`config.mk`:
```
export PLATFORM = sky130hd
export DESIGN_NAME = hdlverifier_capture_ctrl
export DESIGN_NICKNAME = d
export VERILOG_FILES = /design/src/rtl/hdlverifier_capture_pkg.sv /design/src/rtl/hdlverifier_capture_ctrl.sv
export SDC_FILE = /design/constraint.sdc
export NUM_CORES = 1
export LEC_CHECK = 0
export CAP_MARGIN = 30
export CELL_PAD_IN_SITES_DETAIL_PLACEMENT = 1
export CELL_PAD_IN_SITES_GLOBAL_PLACEMENT = 2
export CORE_ASPECT_RATIO = 2
export CORE_UTILIZATION = 25
export DETAILED_ROUTE_END_ITERATION = 8
export PLACE_DENSITY = 0.61
export SYNTH_ARGS = -nofsm -noshare
export SYNTH_HDL_FRONTEND = slang
export SYNTH_SLANG_ARGS = --single-unit
```
`constraint.sdc`:
```
create_clock -name clk -period 2.62 [get_ports clk]
set_input_delay 0.524 -clock clk [delete_from_list [all_inputs] [get_ports clk]]
set_output_delay 0.524 -clock clk [all_outputs]
set_load 0.005 [all_outputs]
```
`src/rtl/hdlverifier_capture_pkg.sv`:
```
// Shared definitions for the capture write controller: FSM state encoding
// and a small helper that classifies states.
package hdlverifier_capture_pkg;

    // State encoding kept as plain localparams so older tools and
    // existing RTL that compare against raw codes keep working.
    localparam logic [2:0] IDLE      = 3'd0;
    localparam logic [2:0] PRE_FILL  = 3'd1;
    localparam logic [2:0] WAIT_TRIG = 3'd2;
    localparam logic [2:0] POST      = 3'd3;
    localparam logic [2:0] DONE      = 3'd4;

    // True for the states in which samples are accepted and written.
    function automatic logic is_busy(input logic [2:0] st);
        return (st == PRE_FILL) || (st == WAIT_TRIG) || (st == POST);
    endfunction

endpackage

```
`src/rtl/hdlverifier_capture_ctrl.sv`:
```
// Capture write controller. Converts a qualified sample stream plus a
// trigger into circular-buffer RAM writes with a programmable pre-trigger
// window, and reports the address of the oldest retained sample once the
// buffer is complete. All outputs are registered.
module hdlverifier_capture_ctrl
    import hdlverifier_capture_pkg::*;
#(
    parameter int unsigned DATA_WIDTH = 8,
    parameter int unsigned ADDR_WIDTH = 5
) (
    input  logic                  clk,
    input  logic                  reset,
    input  logic                  arm,
    input  logic                  abort,
    input  logic [ADDR_WIDTH-1:0] pretrig_depth,
    input  logic [DATA_WIDTH-1:0] data_in,
    input  logic                  data_valid,
    input  logic                  trigger_in,
    output logic                  wr,
    output logic [ADDR_WIDTH-1:0] waddr,
    output logic [DATA_WIDTH-1:0] wdata,
    output logic [ADDR_WIDTH-1:0] start_addr,
    output logic                  busy,
    output logic                  triggered,
    output logic                  done
);

    localparam int unsigned DEPTH = 2 ** ADDR_WIDTH;
    // Counters need one extra bit: P and R can each reach DEPTH-1 and the
    // remaining-count arithmetic starts from DEPTH itself.
    localparam int unsigned CW = ADDR_WIDTH + 1;
    localparam logic [CW-1:0] DEPTH_C = CW'(DEPTH);
    localparam logic [CW-1:0] ONE_C   = CW'(1);

    logic [2:0]            state_q, state_d;
    logic [ADDR_WIDTH-1:0] ptr_q, ptr_d;
    logic [ADDR_WIDTH-1:0] pdepth_q, pdepth_d;
    logic [CW-1:0]         cnt_q, cnt_d;
    logic [CW-1:0]         remain;

    logic                  wr_q, wr_d;
    logic [ADDR_WIDTH-1:0] waddr_q, waddr_d;
    logic [DATA_WIDTH-1:0] wdata_q, wdata_d;
    logic [ADDR_WIDTH-1:0] start_q, start_d;
    logic                  busy_q, busy_d;
    logic                  trig_q, trig_d;
    logic                  done_q, done_d;

    // Samples still to come after the trigger sample itself.
    assign remain = DEPTH_C - {1'b0, pdepth_q} - ONE_C;

    // Next-state logic: FSM, write pointer, counters and registered outputs.
    always_comb begin
        state_d  = state_q;
        ptr_d    = ptr_q;
        pdepth_d = pdepth_q;
        cnt_d    = cnt_q;
        wr_d     = 1'b0;
        waddr_d  = waddr_q;
        wdata_d  = wdata_q;
        start_d  = start_q;
        trig_d   = trig_q;
        done_d   = done_q;

        // Any accepted sample is written at the pointer, pointer advances.
        if (!abort && is_busy(state_q) && data_valid) begin
            wr_d    = 1'b1;
            waddr_d = ptr_q;
            wdata_d = data_in;
            ptr_d   = ptr_q + 1'b1;
        end

        if (abort) begin
            // Abort wins over arm and drops the sample of this cycle.
            state_d = IDLE;
            trig_d  = 1'b0;
            done_d  = 1'b0;
        end else begin
            case (state_q)
                IDLE, DONE: begin
                    if (arm) begin
                        pdepth_d = pretrig_depth;
                        cnt_d    = {1'b0, pretrig_depth};
                        ptr_d    = '0;
                        start_d  = '0;
                        trig_d   = 1'b0;
                        done_d   = 1'b0;
                        state_d  = (pretrig_depth != '0) ? PRE_FILL : WAIT_TRIG;
                    end else if (state_q == DONE) begin
                        // One cycle in DONE lets the last RAM write land.
                        done_d = 1'b1;
                    end
                end
                PRE_FILL: begin
                    if (data_valid) begin
                        if (cnt_q == ONE_C) begin
                            state_d = WAIT_TRIG;
                        end else begin
                            cnt_d = cnt_q - ONE_C;
                        end
                    end
                end
                WAIT_TRIG: begin
                    if (data_valid && trigger_in) begin
                        start_d = ptr_q - pdepth_q;
                        trig_d  = 1'b1;
                        cnt_d   = remain;
                        state_d = (remain == '0) ? DONE : POST;
                    end
                end
                POST: begin
                    if (data_valid) begin
                        if (cnt_q == ONE_C) begin
                            state_d = DONE;
                        end else begin
                            cnt_d = cnt_q - ONE_C;
                        end
                    end
                end
                default: begin
                    state_d = IDLE;
                end
            endcase
        end

        busy_d = is_busy(state_d);
    end

    // State and output registers with asynchronous active-high reset.
    always_ff @(posedge clk or posedge reset) begin
        if (reset) begin
            state_q  <= IDLE;
            ptr_q    <= '0;
            pdepth_q <= '0;
            cnt_q    <= '0;
            wr_q     <= 1'b0;
            waddr_q  <= '0;
            wdata_q  <= '0;
            start_q  <= '0;
            busy_q   <= 1'b0;
            trig_q   <= 1'b0;
            done_q   <= 1'b0;
        end else begin
            state_q  <= state_d;
            ptr_q    <= ptr_d;
            pdepth_q <= pdepth_d;
            cnt_q    <= cnt_d;
            wr_q     <= wr_d;
            waddr_q  <= waddr_d;
            wdata_q  <= wdata_d;
            start_q  <= start_d;
            busy_q   <= busy_d;
            trig_q   <= trig_d;
            done_q   <= done_d;
        end
    end

    assign wr         = wr_q;
    assign waddr      = waddr_q;
    assign wdata      = wdata_q;
    assign start_addr = start_q;
    assign busy       = busy_q;
    assign triggered  = trig_q;
    assign done       = done_q;

endmodule

```
==> flow_summary.json <==
{
  "status": "complete, no violations",
  "crit_path_max_fanout": 7,
  "cts_buffers": 5,
  "slowest_delay_ns": 0.62,
  "synth_largest_area_cell": "dfrtp_1",
  "gp_congestion": 0.742,
  "layout_common_cells": "dfrtp_1 (41), clkdlybuf4s50_1 (40), nor2_1 (19), nand2_1 (16), mux2_1 (15)",
  "async_reset_ff_share_pct": 100,
  "powerDensity_nw_per_um2": 719,
  "diodes": 0,
  "clockRootBuffer": "clkbuf_16",
  "die_x_um": 66.9,
  "drt-vias-per-instance": 4.87,
  "layout-drive-gt1-share_pct": 8.80,
  "wl_met1_um": 2110,
  "dp_hpwl_um": 4800,
  "syn-num-nets": 228,
  "final_area_um2": 2830,
  "synth_area_leaders": "dfrtp_1 (49%), mux2_1 (8.0%), ha_1 (4.2%), nor2_1 (3.4%), nand2_1 (2.9%)",
  "crit_arrival_ns": 2.31,
  "worstSkewPairLatency_ns": 0.29,
  "wl_um": 6130,
  "post-route-period-util_pct": 81.7,
  "synth-seq-cells": 41,
  "syn_area_um2": 2110,
  "overflow": 0,
  "path_clk_slew_ns": 0.06,
  "r2r_cells": 7,
  "ant_nets": 0,
  "cap_viol_max_count": 0,
  "postCtsSetupRepairBufs": 0,
  "post_cts_resized": 0,
  "dpl_cell_area_um2": 2690,
  "routed.top_layer": "met4",
  "start_kind": "input port",
  "power.leakage_nw": 1.22,
  "io_pins": 41,
  "drt_iter0_drc": 46,
  "worstSetupEndpointType": "register",
  "core_um2": 8230,
  "grt_usage_pct": 15.7,
  "final.setup.tns_ns": 0,
  "syn_area_per_cell_um2": 10.5,
  "synth_ff_type": "dfrtp_1",
  "worstPathCellList": "clkdlybuf4s50_1 > nor2b_1 > nor4b_2 > xor2_1 > a221oi_1 > nor2_1",
  "hold_path.class": "reg2reg",
  "io_buffers": 40,
  "htree_levels": 2,
  "fin_nets": 276,
  "start_util_pct": 25.6,
  "drc": 0,
  "maxSlewViolCount": 0,
  "relSlewSlack_pct": 57.5,
  "syn_to_final_growth_pct": 34.3,
  "setup_violations": 0,
  "synth-edff-count": 0,
  "wl_per_cell_um": 17.6,
  "cp.required_ns": 2.79,
  "grt_max_degree": 28,
  "synth_seq_area_share_pct": 48.7,
  "vias": 1694,
  "clkSinkCount": 41,
  "antenna_found_initial": 0,
  "postLayoutCoreUtil_pct": 34.4,
  "hold_viol": 0,
  "synth.distinct_cells": 46,
  "first_pass_iters": 6,
  "crit_type": "in2reg",
  "cts.path.max_buffers": 2,
  "slowest_stage": "clkdlybuf4s50_1",
  "first_global_vias": 1894,
  "r2r_slack_ns": 0.49,
  "die_h_um": 132,
  "final_common_cell": "dfrtp_1",
  "yosysTopAreaCellShare_pct": 48.7,
  "skew_ns": 0.00705,
  "peakVddDrop_v": 0.000370,
  "yosysWarningCount": 0,
  "max_freq_ghz": 0.467,
  "min_path_cells": 2,
  "grt_pass1_wl_um": 9950,
  "wl_met2_um": 3640,
  "postSynthCellCount": 201,
  "rsz0062_at_grt": "no",
  "rows": 47,
  "cts_tree": "done",
  "ctsHoldBuffers": 0,
  "period_minus_slack_ns": 2.14,
  "route.met3.wl_um": 128,
  "worst-slew-pin-transition_ns": 0.634,
  "dieArea_um2": 8820
}
[Yosys cell counts, drive strengths merged (3+ instances only)]
cell	number
buf	5
a31oi	4
dfrtp	41
nand3	3
nor4b	3
inv	9
a21oi	7
nand2b	4
nand2	16
mux2	15
o21ai	16
nand4	4
xnor2	3
o22ai	3
nor2	19
ha	7
clkbuf	3
nor2b	5
xor2	6
[cells by family after synthesis]
group           synth area share (%)
compound gates                  14.3
flops                           48.7
fa+ha+maj                       5.11
buf+inv                         3.39
mux                             8.50
simple gates                    16.3
xor+xnor                        3.74
[flip-flops by register name, indices dropped and copies added, names as in the netlist]
signal / count
wdata: 8
start_addr: 5
triggered: 1
pdepth_q: 5
state_q: 3
waddr: 5
wr: 1
ptr_q: 5
cnt_q: 6
done: 1
busy: 1
[metrics by stage]
step / cells / hold WS [ns] / setup WS [ns] / power (mW)
2_1_floorplan: 201 / 0.446 / 0.659 / 1.16
3_5_place_dp: 340 / 0.475 / 0.206 / 1.45
4_1_cts: 348 / 0.493 / 0.465 / 2.08
5_1_grt: 348 / 0.511 / 0.372 / 2.17
3_3_place_gp: 340 / 0.468 / 0.271 / 1.45
6_report: 348 / 0.484 / 0.480 / 2.03
[per-layer routing]
metal	track usage [%]	up-vias
li1	-	804
met1	15.3	846
met2	29.5	30
met3	2.60	14
met4	8.75	0
met5	0	-
[path summary, 6_finish.rpt]
| check | end | from |
|---|---|---|
| worst max-delay path | state_q[1]$_DFF_PP0_ | data_valid |
| worst min-delay path | start_addr[1]$_DFFE_PP0P_ | start_addr[1]$_DFFE_PP0P_ |
| worst max register to register | cnt_q[2]$_DFFE_PP0P_ | cnt_q[1]$_DFFE_PP0P_ |
| worst min register to register | start_addr[1]$_DFFE_PP0P_ | start_addr[1]$_DFFE_PP0P_ |
| max in group asynchronous | state_q[1]$_DFF_PP0_ | reset |
| min in group asynchronous | pdepth_q[0]$_DFFE_PP0P_ | reset |
[layout make-up]
class                           instances  area [µm²]
Timing Repair Buffer                   49         493
Multi-Input combinational cell        143        1010
Clock inverter                          3        17.5
Sequential cell                        41        1030
Fill cell                             958        5400
Clock buffer                            5         125
Inverter                                9        33.8
Tap cell                               98         123
[worst max-delay path: cells and delay by family]
| kind | cells | cell delay, ns |
|---|---|---|
| AO/OA/AOI/OAI | 1 | 0.27 |
| AND/OR/NAND/NOR | 3 | 0.77 |
| XOR/XNOR | 1 | 0.13 |
| buffers and inverters | 1 | 0.62 |
[power breakdown]
group	total, mW	internal [mW]	switching (mW)
registers	0.863	0.748	0.115
logic	0.564	0.303	0.260
clock network	0.608	0.349	0.259
total	2.03	1.40	0.634
Note: power is estimated with default switching activity, not from simulation.
